## src/rtl/snn_pkg.sv

```systemverilog
// Shared types and helpers for the SNN spike classifier.
// Holds the FSM state enum, the window reset value and the saturating increment.
package snn_pkg;

  typedef enum logic [1:0] {
    IDLE   = 2'd0,
    ACCUM  = 2'd1,
    ARGMAX = 2'd2,
    DONE   = 2'd3
  } state_t;

  localparam int WIN_LEN_RESET = 16;

  function automatic logic [31:0] sat_inc(
    input logic [31:0] v,
    input logic [31:0] maxv
  );
    return (v >= maxv) ? maxv : v + 32'd1;
  endfunction

endpackage

```

## src/rtl/snn_sat_counter.sv

```systemverilog
// Saturating per-neuron spike counter with synchronous clear.
// Ports: clk, reset, clear, inc -> count (holds at 2^W-1).
module snn_sat_counter
  import snn_pkg::*;
#(
  parameter int W = 6
) (
  input  logic         clk,
  input  logic         reset,
  input  logic         clear,
  input  logic         inc,
  output logic [W-1:0] count
);

  localparam logic [W-1:0] MAXV = '1;

  always_ff @(posedge clk) begin
    if (reset || clear)
      count <= '0;
    else if (inc)
      count <= W'(sat_inc(32'(count), 32'(MAXV)));
  end

endmodule

```

## src/rtl/snn_spike_classifier.sv

```systemverilog
// Rate-decoding classifier: counts last-layer spikes over a window, then
// scans for the busiest neuron and offers {class, count, none} via valid/ready.
// Ports: clk, reset (sync, active-high), cfg_we/cfg_win, start, step_valid,
// spikes -> busy; out_valid/out_ready, out_class, out_count, out_none.
// Optional SNN_CLASSIFIER_READOUT_EN adds rd_idx/rd_count counter readout.
module snn_spike_classifier
  import snn_pkg::*;
#(
  parameter int NEURONS  = 8,
  parameter int CNT_BITS = 6,
  parameter int WIN_BITS = 8
) (
  input  logic                       clk,
  input  logic                       reset,
  input  logic                       cfg_we,
  input  logic [WIN_BITS-1:0]        cfg_win,
  input  logic                       start,
  input  logic                       step_valid,
  input  logic [NEURONS-1:0]         spikes,
  output logic                       busy,
  output logic                       out_valid,
  input  logic                       out_ready,
  output logic [$clog2(NEURONS)-1:0] out_class,
  output logic [CNT_BITS-1:0]        out_count,
`ifdef SNN_CLASSIFIER_READOUT_EN
  input  logic [$clog2(NEURONS)-1:0] rd_idx,
  output logic [CNT_BITS-1:0]        rd_count,
`endif
  output logic                       out_none
);

  localparam int IW = $clog2(NEURONS);
  localparam int SW = $clog2(NEURONS + 1);

  state_t state, state_nx;

  logic [WIN_BITS-1:0] win_len;
  logic [WIN_BITS-1:0] step_cnt;
  logic [WIN_BITS-1:0] win_eff;
  logic [WIN_BITS-1:0] step_inc;
  logic                step_last;

  logic [SW-1:0]       scan_idx;
  logic                scan_end;
  logic [IW-1:0]       best_idx;
  logic [CNT_BITS-1:0] best_cnt;
  logic [CNT_BITS-1:0] cur_cnt;

  logic [CNT_BITS-1:0] cnt [NEURONS];
  logic                cnt_clr;

  // A zero-length window still consumes one step.
  assign win_eff   = (win_len == '0) ? WIN_BITS'(1) : win_len;
  assign step_inc  = step_cnt + WIN_BITS'(1);
  assign step_last = (step_inc == win_eff);

  // One extra ARGMAX cycle after the last neuron latches the result.
  assign scan_end = (scan_idx == SW'(NEURONS));
  assign cur_cnt  = cnt[scan_idx[IW-1:0]];

  assign cnt_clr = (state == IDLE) && start;

  for (genvar i = 0; i < NEURONS; i++) begin : g_cnt
    snn_sat_counter #(
      .W(CNT_BITS)
    ) u_cnt (
      .clk  (clk),
      .reset(reset),
      .clear(cnt_clr),
      .inc  ((state == ACCUM) && step_valid && spikes[i]),
      .count(cnt[i])
    );
  end

  always_ff @(posedge clk) begin
    if (reset)
      state <= IDLE;
    else
      state <= state_nx;
  end

  always_comb begin
    state_nx = state;
    unique case (state)
      IDLE:   if (start) state_nx = ACCUM;
      ACCUM:  if (step_valid && step_last) state_nx = ARGMAX;
      ARGMAX: if (scan_end) state_nx = DONE;
      DONE:   if (out_ready) state_nx = IDLE;
      default: state_nx = IDLE;
    endcase
  end

  assign busy      = (state == ACCUM) || (state == ARGMAX);
  assign out_valid = (state == DONE);

  always_ff @(posedge clk) begin
    if (reset) begin
      win_len   <= WIN_BITS'(WIN_LEN_RESET);
      step_cnt  <= '0;
      scan_idx  <= '0;
      best_idx  <= '0;
      best_cnt  <= '0;
      out_class <= '0;
      out_count <= '0;
      out_none  <= 1'b0;
    end else begin
      unique case (state)
        IDLE: begin
          if (cfg_we)
            win_len <= cfg_win;
          if (start) begin
            step_cnt <= '0;
            scan_idx <= '0;
            best_idx <= '0;
            best_cnt <= '0;
          end
        end
        ACCUM: begin
          if (step_valid)
            step_cnt <= step_inc;
        end
        ARGMAX: begin
          if (!scan_end) begin
            if (cur_cnt > best_cnt) begin
              best_cnt <= cur_cnt;
              best_idx <= scan_idx[IW-1:0];
            end
            scan_idx <= scan_idx + SW'(1);
          end else begin
            out_class <= (best_cnt == '0) ? '0 : best_idx;
            out_count <= best_cnt;
            out_none  <= (best_cnt == '0);
          end
        end
        default: ;
      endcase
    end
  end

`ifdef SNN_CLASSIFIER_READOUT_EN
  always_ff @(posedge clk) begin
    if (reset)
      rd_count <= '0;
    else
      rd_count <= cnt[rd_idx];
  end
`endif

endmodule

```

## config.mk

```make
export PLATFORM = sky130hd
export DESIGN_NAME = snn_spike_classifier
export DESIGN_NICKNAME = d
export VERILOG_FILES = /design/src/rtl/snn_pkg.sv /design/src/rtl/snn_sat_counter.sv /design/src/rtl/snn_spike_classifier.sv
export SDC_FILE = /design/constraint.sdc
export NUM_CORES = 1
export LEC_CHECK = 0
export CAP_MARGIN = 5
export CORE_UTILIZATION = 57
export CTS_BUF_LIST = sky130_fd_sc_hd__clkbuf_16
export CTS_CLUSTER_SIZE = 28
export DETAILED_ROUTE_END_ITERATION = 7
export PLACE_DENSITY = 0.84
export SLEW_MARGIN = 20
export SYNTH_ARGS = -nofsm -noshare
export SYNTH_HDL_FRONTEND = slang
export SYNTH_SLANG_ARGS = --single-unit
```

## constraint.sdc

```tcl
create_clock -name clk -period 3.4 [get_ports clk]
set_input_delay 0.34 -clock clk [delete_from_list [all_inputs] [get_ports clk]]
set_output_delay 0.34 -clock clk [all_outputs]
set_load 0.1 [all_outputs]
```

# Word-level counts from Yosys, hierarchy flattened
# Cells that the tools add are included.
# word_totals
reg_bits,89
latch_bits,0
mem_bits_rw,0
rom_bits,0
in_bits,22
out_inout_bits,12
wordCells,106
mem_count,0
# op_classes
n_addsub,10
n_mul,0
div_mod_pow,0
n_lt_le_gt_ge,10
eq_ne,12
shift,0
muxes,32
bitwise,1
n_reduce_logical,24
# op_table
op,n
two-way mux 6 bit,13
"adder 6 x 1 -> 6 bit, second input constant",8
">= comparator 6 bit, second input constant",8
two-way mux 8 bit,3
binary-select mux 6 bit (select 3 bit),1
one-hot mux 8 bit (2 select lines),1
two-way mux 3 bit,4
one-hot mux 6 bit (2 select lines),1
logical AND 1 bit,11
"adder 8 x 1 -> 8 bit, second input constant",1
== test 8 bit,1
logical NOT 8 bit,1
two-way mux 2 bit,4
two-way mux 4 bit,2
"!= test 2 bit, second input constant",4
one-hot mux 2 bit (4 select lines),1
one-hot mux 4 bit (2 select lines),1
AND reduction 4 bit,2
> comparator 6 bit,1
logical NOT 6 bit,1
"!= test 2 x 1 -> 1 bit, second input constant",3
one-hot mux 3 bit (2 select lines),1
AND reduction 3 bit,2
"adder 4 x 1 -> 4 bit, second input constant",1
9 further kinds,13

# Longest topological paths before layout
# Gate-level depths: netlist of the first run.
# depth
depth_word,8
mapped_depth,12
mapped_depth_nobuf,9

# Modules after synthesis
# From an unflattened synthesis of the first run, not the netlist that was laid out.
# hier_totals
cells_unflattened,552
hier_area_um2,4810.9
# modules_own_cells
module,instances,cells_each,area_each_um2,seq_area_each_um2
snn_spike_classifier,1,296,2608.8,820.8
snn_sat_counter,8,32,275.3,120.1

# Least setup slack after synthesis of the first run
# No wires, ideal clock.
# synth_timing
path_kind,register to register
start,reg scan_idx[1]
end,reg best_idx[0]
setup_time_ns,0.117
t_arrival_ns,2.916
t_required_ns,3.283
slack_ns,0.367
stages_incl_launch_ff,13
n_path_buf,3
period_less_slack_ns,3.033
path_cell_list,dfxtp_1 clkbuf_1 clkbuf_1 mux4_2 mux2_2 ha_1 nor2b_1 o21a_1 o21ai_0 a21oi_1 and4_1 buf_2 a32o_1
# synth_via
elab_chain_cells,7
word_cells_on_any_way,9
cone_classes,order compare: 1; eq/ne: 3; mux: 3; bitwise: 1; reduce/logical: 1
# synth_lines
item,line_no,text
start: declaration,snn_spike_classifier.sv:43,logic [SW-1:0] scan_idx;
start signal: assignment,snn_spike_classifier.sv:128,scan_idx <= scan_idx + SW'(1);
inverter 3 -> 4 bit (not written as such),snn_spike_classifier.sv:59,assign cur_cnt = cnt[scan_idx[IW-1:0]];
binary-select mux 6 bit (select 3 bit),snn_spike_classifier.sv:59,
two-way mux 6 bit (not written as such) (2 in a row),snn_spike_classifier.sv:59,
> comparator 6 bit,snn_spike_classifier.sv:124,if (cur_cnt > best_cnt) begin
!= test 2 x 1 -> 1 bit (no line),--,
AND reduction 4 bit (no line) (*),--,
end signal: assignment,snn_spike_classifier.sv:126,best_idx <= scan_idx[IW-1:0];
end: declaration,snn_spike_classifier.sv:45,logic [IW-1:0] best_idx;
# Mark *: on every way between the ends. The rest lies on a longest branch, timed or not. The select of a mux whose other input is x is not followed.
# A chain may end at the register's enable or synchronous reset.

# Worst setup path after layout of the first run
# layout_timing
start,reg scan_idx[0]
end,reg best_idx[1]
# The elaborated chain is that of the path after synthesis.

==> impl_metrics.env, run 1 <==
export IMPL_outcome="finished, final reports clean"
export IMPL_hold_depth=2
export IMPL_post_cts_setup_buffer_count=0
export IMPL_fillers=639
export IMPL_syn2layout_area_growth_pct=13.49
export IMPL_drc_errors=0
export IMPL_final_area_um2=5335
export IMPL_relSlewSlack_pct=35.55
export IMPL_io_pins=34
export IMPL_yosysWarnings=0
export IMPL_cts_buffers=9
export IMPL_fin_crit_sh_pct=90.88
export IMPL_gp_congestion=0.8293
export IMPL_core_um2=7848
export IMPL_synth_flop_cell="dfxtp_1"
export IMPL_antenna_cells=0
export IMPL_timing_rr_end="best_idx[1]$_SDFFE_PP0P_"
export IMPL_fin_util_pct=67.98
export IMPL_whs_ns=0.4711
export IMPL_ys_ff_latch=89
export IMPL_wirelength_um=10890
export IMPL_tns_ns=0
export IMPL_min_to="out_none$_SDFFE_PP0P_"
export IMPL_synthDistinctLibCells=48
export IMPL_skew_ns=0.006950
export IMPL_critical_path_class="reg -> reg"
export IMPL_synth_edf_count=0
export IMPL_clockRootBuffer="clkbuf_16"
export IMPL_p_total_mw=2.705
export IMPL_maxCapViolations=0
export IMPL_seq_area_frac_synth_pct=37.90
export IMPL_die_w_um=92.81
export IMPL_firstDrtPassIters=5
export IMPL_powerDensity_nw_per_um2=507.1
export IMPL_syn_area_um2=4701
export IMPL_port_buffers=33
export IMPL_drive_above_1_share_pct=7.867
export IMPL_groute_usage_overall_pct=26.55
export IMPL_grt_pass1_wl_um=18230
export IMPL_min_path_type="reg -> reg"
export IMPL_avgViaCountPerCell=6.153
export IMPL_syn_inst=549
export IMPL_slew_viol_final=0
export IMPL_ant_nets=0
export IMPL_holdCritStartpoint="out_none$_SDFFE_PP0P_"
export IMPL_die_area_um2=8614
export IMPL_grt_start_max_net_pins=30
export IMPL_cp_arrival_ns=3.36
export IMPL_async_reset_ff_share_pct=0
export IMPL_dp_hpwl_um=7817
export IMPL_vias=4147
export IMPL_setup_viol=0
export IMPL_initialDrtViolationCount=254
export IMPL_grt_overflow=0
export IMPL_antenna_found_initial=0
export IMPL_reg2reg_slack_ns=0.31
export IMPL_cts_tree="done"
export IMPL_initial_core_util_pct=59.90
export IMPL_cts_sinks=89
export IMPL_post_place_ws_ns=0.2450
export IMPL_clkTransAtPathRegs_ns=0.06
export IMPL_syn_avg_cell_area_um2=8.562
export IMPL_tightest_slew_ns=0.9637
export IMPL_multi_input_area_um2=2714
export IMPL_r2r_cells=9
export IMPL_r2r_start="scan_idx[0]$_SDFFE_PP0P_"
export IMPL_routedWlPerCell_um=16.16
export IMPL_clock_latency_ns=0.34
export IMPL_grt_pass1_vias=3906
export IMPL_hold_viol_final=0
export IMPL_max_freq_ghz=0.3236
export IMPL_final_cells=674
export IMPL_htree_num_levels=3
export IMPL_p_leak_nw=2.012
export IMPL_final_nets=610
export IMPL_fin_crit_ns=3.090
export IMPL_ir_drop_mv=0.2461
export IMPL_rsz0062_at_grt="no"
export IMPL_synth_nets=592
export IMPL_endpoint_kind="register"
export IMPL_die_h_um=92.81
export IMPL_register_area_um2=1782
export IMPL_placed_cell_area_um2=5060
export IMPL_clk_path_buf_depth=2
export IMPL_dp_cells=658
export IMPL_critPathLaunchType="register"
export IMPL_path_max_fanout=12
export IMPL_setup_ws_ns=0.3101
export IMPL_worstPathRequired_ns=3.67
export IMPL_std_cell_rows=32
cell type report:
cell class / instances / area share (%)
sequential: 89 / 33.40
timing repair buffer: 38 / 6.848
clock inverter: 7 / 0.8677
tap: 102 / 2.392
clock buffer: 9 / 4.221
multi-input combinational: 409 / 50.87
inverter: 20 / 1.407
how the worst max path moves through the flow:
| stage | startpoint | endpoint | cells after the start |
|---|---|---|---|
| floorplan | scan_idx[1]$_SDFFE_PP0P_ | best_idx[0]$_SDFFE_PP0P_ | 12 |
| global placement | scan_idx[0]$_SDFFE_PP0P_ | best_cnt[3]$_SDFFE_PP0P_ | 10 |
| detailed placement | scan_idx[0]$_SDFFE_PP0P_ | best_idx[1]$_SDFFE_PP0P_ | 10 |
| CTS | scan_idx[0]$_SDFFE_PP0P_ | best_idx[1]$_SDFFE_PP0P_ | 10 |
| global route | scan_idx[0]$_SDFFE_PP0P_ | best_idx[1]$_SDFFE_PP0P_ | 9 |
| finish | scan_idx[0]$_SDFFE_PP0P_ | best_idx[1]$_SDFFE_PP0P_ | 9 |
timing repair:
item | CTS | global route
endpoints found under the hold margin | 0 | 0
hold buffers | 0 | 0
gates resized for setup | 0 | 1
setup endpoints to repair | 0 | 6
cell families after synthesis:
| family | after synthesis | synth area share [%] |
|---|---|---|
| and+or+nand+nor | 217 | 23.98 |
| adders and majority gates | 21 | 5.590 |
| xor gates and xnor gates | 20 | 3.726 |
| buffers and inverters | 51 | 4.445 |
| DFF | 89 | 37.90 |
| AOI/OAI and AO/OA | 128 | 16.13 |
| muxes | 23 | 8.225 |
worst max-delay path, stage by stage, from the launching register on:
cell and delay, ns:
dfxtp_1 0.55, buf_4 0.28, mux4_2 0.52, mux2_2 0.31
ha_1 0.31, o21a_1 0.12, o22ai_1 0.07, a21oi_1 0.22
and4_1 0.46, a32o_1 0.20
power by group:
part           switching [mW]  internal (mW)  total (mW)
combinational           0.433          0.219       0.652
sequential             0.0586           1.09        1.15
clock                   0.412          0.494       0.905
sequential cells by signal, summed over array words and instances, names as in the netlist:
name               flops
out_class              3
scan_idx               4
state                  2
win_len                8
best_cnt               6
best_idx               3
step_cnt               8
out_count              6
out_none               1
g_cnt.u_cnt.count     48
cell usage after synthesis (3+ instances only):
master,number,area (um^2)
a211oi_1,7,52.55
a21oi_1,57,285.3
a22oi_1,3,22.52
a31oi_1,7,43.79
a32o_1,9,90.09
and2_1,4,25.02
and3_1,28,175.2
and4b_1,9,90.09
clkbuf_1,25,93.84
dfxtp_1,89,1782
ha_1,21,262.8
inv_1,19,71.32
mux2_2,5,56.30
mux2i_1,6,60.06
mux4_2,12,270.3
nand2_1,43,161.4
nand3_1,17,85.08
nand4_1,16,100.1
nor2_1,52,195.2
nor2b_1,6,37.54
nor3_1,21,105.1
o21a_1,3,22.52
o21ai_0,32,160.2
or3_1,9,56.30
xnor2_1,7,61.31
xor2_1,13,113.9
per-layer routing:
metal | global-route usage, % | part of all wire [%]
met1 | 35.51 | 46
met2 | 41.05 | 46
met3 | 5.583 | 5.9
met4 | 11.92 | 2.8
met5 | 0 | 0
layout by cell type (no fill, tap or decap), types with 3 or more instances in the layout:
| cell | count |
|---|---|
| buf_4 | 6 |
| and3_1 | 28 |
| clkdlybuf4s50_1 | 32 |
| o21ai_0 | 32 |
| nor2b_1 | 6 |
| nor2_1 | 52 |
| nand3_1 | 17 |
| o21a_1 | 3 |
| clkbuf_16 | 9 |
| mux2i_1 | 6 |
| a31oi_1 | 7 |
| a22oi_1 | 3 |
| a21oi_1 | 57 |
| dfxtp_1 | 89 |
| xnor2_1 | 7 |
| and2_1 | 4 |
| or3_1 | 9 |
| xor2_1 | 13 |
| nand4_1 | 16 |
| mux2_2 | 5 |
| a211oi_1 | 7 |
| a32o_1 | 9 |
| and4b_1 | 9 |
| mux4_2 | 12 |
| nor3_1 | 21 |
| nand2_1 | 43 |
| ha_1 | 21 |
| inv_1 | 19 |
(Power assumes the default switching activity.)
==> run 2, diff against run 1 <==
- GPL_TIMING_DRIVEN: not set -> 0
==> run 2 against run 1 <==
Effect of this change: clock-buffer cell count did not move; sequential share of layout area is 0.74 points lower; clock power increased by 9.7%; largest cell class unchanged.
==> impl_metrics.env, run 2 (same netlist as run 1, synthesis figures left out) <==
export IMPL_most_common_layout_cells="dfxtp_1 (89), a21oi_1 (57), nor2_1 (52)"
export IMPL_final_area_um2=5455
export IMPL_clkTransAtPathRegs_ns=0.07
export IMPL_p_sw_mw=0.9982
export IMPL_dp_cells=683
export IMPL_endpoint_kind="register"
export IMPL_drc_errors=0
export IMPL_hold_viol_final=0
export IMPL_std_cell_rows=32
export IMPL_critPathLaunchType="register"
export IMPL_fin_crit_sh_pct=95.91
export IMPL_core_um2=7848
export IMPL_initial_core_util_pct=59.90
export IMPL_gp_congestion=0.8626
export IMPL_internal_power_mw=1.837
export IMPL_clk_path_buf_depth=2
export IMPL_tns_ns=0
export IMPL_rsz0062_at_grt="no"
export IMPL_path_max_fanout=10
export IMPL_cts_sinks=89
export IMPL_skew_ns=0.01451
export IMPL_r2r_cells=11
export IMPL_post_cts_setup_buffer_count=0
export IMPL_htree_num_levels=3
export IMPL_die_h_um=92.81
export IMPL_io_pins=34
export IMPL_final_cells=699
export IMPL_hold_depth=3
export IMPL_p_leak_nw=2.068
export IMPL_dp_hpwl_um=8337
export IMPL_routedWlPerCell_um=17.06
export IMPL_powerDensity_nw_per_um2=519.6
export IMPL_power_frac_comb_pct=24.7
export IMPL_cts_tree="done"
export IMPL_worstPathRequired_ns=3.63
export IMPL_cts_buffers=9
export IMPL_wirelength_um=11920
export IMPL_ir_drop_mv=0.3445
export IMPL_outcome="finished, final reports clean"
export IMPL_maxCapViolations=0
export IMPL_antenna_cells=0
export IMPL_drive_above_1_share_pct=8.040
export IMPL_cp_arrival_ns=3.50
export IMPL_setup_viol=0
export IMPL_grt_start_max_net_pins=19
export IMPL_final_common_cell="dfxtp_1"
export IMPL_p_total_mw=2.835
export IMPL_die_w_um=92.81
export IMPL_seqPwrFrac_pct=40.3
export IMPL_avgViaCountPerCell=6.290
export IMPL_grt_overflow=0
export IMPL_largest_register_ffs=48
export IMPL_grt_pass1_wl_um=19380
export IMPL_max_freq_ghz=0.3067
export IMPL_reg_top3="g_cnt.u_cnt.count x48, step_cnt x8, win_len x8"
export IMPL_vias=4397
export IMPL_clockRootBuffer="clkbuf_16"
export IMPL_relSlewSlack_pct=35.58
export IMPL_critical_path_class="reg -> reg"
export IMPL_initialDrtViolationCount=369
export IMPL_groute_usage_overall_pct=28.55
export IMPL_syn2layout_area_growth_pct=16.05
export IMPL_firstDrtPassIters=6
export IMPL_tightest_slew_ns=0.9633
export IMPL_ant_nets=0
export IMPL_min_path_type="in -> reg"
export IMPL_slew_viol_final=0
export IMPL_clock_latency_ns=0.35
export IMPL_p_clk_share_pct=35.0
export IMPL_antenna_found_initial=0
export IMPL_fillers=613
export IMPL_final_nets=635
export IMPL_fin_crit_ns=3.261
export IMPL_grt_pass1_vias=4144
export IMPL_placed_cell_area_um2=5149
export IMPL_port_buffers=32
export IMPL_die_area_um2=8614
export IMPL_top_register="g_cnt.u_cnt.count"
export IMPL_switching_share_pct=35.21
## run 2: final timing paths
kind | start | end | slack (ns)
max reg2reg | scan_idx[0]$_SDFFE_PP0P_ | best_idx[0]$_SDFFE_PP0P_ | 0.14
min reg2reg | out_none$_SDFFE_PP0P_ | out_none$_SDFFE_PP0P_ | 0.46
max | scan_idx[0]$_SDFFE_PP0P_ | best_idx[0]$_SDFFE_PP0P_ | 0.14
min | cfg_we | win_len[7]$_SDFFE_PP0P_ | 0.40
## run 2: area by class of cell
cell class / count / area (um^2) / share of cell area [%]
multi-input combinational: 409 / 2714 / 49.75
inverter: 20 / 75.07 / 1.376
tap: 102 / 127.6 / 2.339
clock inverter: 7 / 73.82 / 1.353
timing repair buffer: 32 / 320.3 / 5.872
clock buffer: 9 / 225.2 / 4.128
sequential: 89 / 1782 / 32.66
buffer: 31 / 137.6 / 2.523
## run 2: power groups by stage
stage	logic [mW]	clock network [mW]	registers (mW)
final	0.699	0.993	1.14
after global routing	0.754	1.03	1.15
after CTS	0.693	0.994	1.14
after detailed placement	0.682	0	1.16
after global placement	0.654	0	1.16
after floorplan	0.502	0	1.15
## run 2: stage by stage
stage / worst slack, ns / hold slack, ns / util [%]
global route: 0.006194 / 0.4387 / 69.52
floorplan: 0.3666 / 0.4361 / -
global placement: -0.1115 / 0.4464 / 65.61
detailed placement: -0.2296 / 0.4545 / 65.61
finish: 0.1392 / 0.3996 / 69.52
CTS: 0.01473 / 0.3958 / 69.50
## run 2: critical path, stage by stage (launching register included)
cell and delay (ns):
dfxtp_1 0.34, clkbuf_2 0.28, clkbuf_1 0.45, mux4_2 0.40
mux2_2 0.32, ha_1 0.32, nand4_1 0.11, o22ai_1 0.22
a21oi_1 0.10, and4_1 0.21, buf_2 0.17, a32o_1 0.21
## run 2: what timing repair did
action,CTS,global route
resized for setup,3,2
hold buffers,0,0
endpoints found under the setup margin,9,9
gates cloned,0,0
pin swaps,0,0
## run 2: layer usage
layer / up-vias / wire length [um] / track usage (%)
li1: 2102 / - / -
met1: 2056 / 4950 / 35.57
met2: 207 / 5780 / 48.59
met3: 32 / 867 / 5.665
met4: 0 / 325 / 10.64
met5: - / 0 / 0
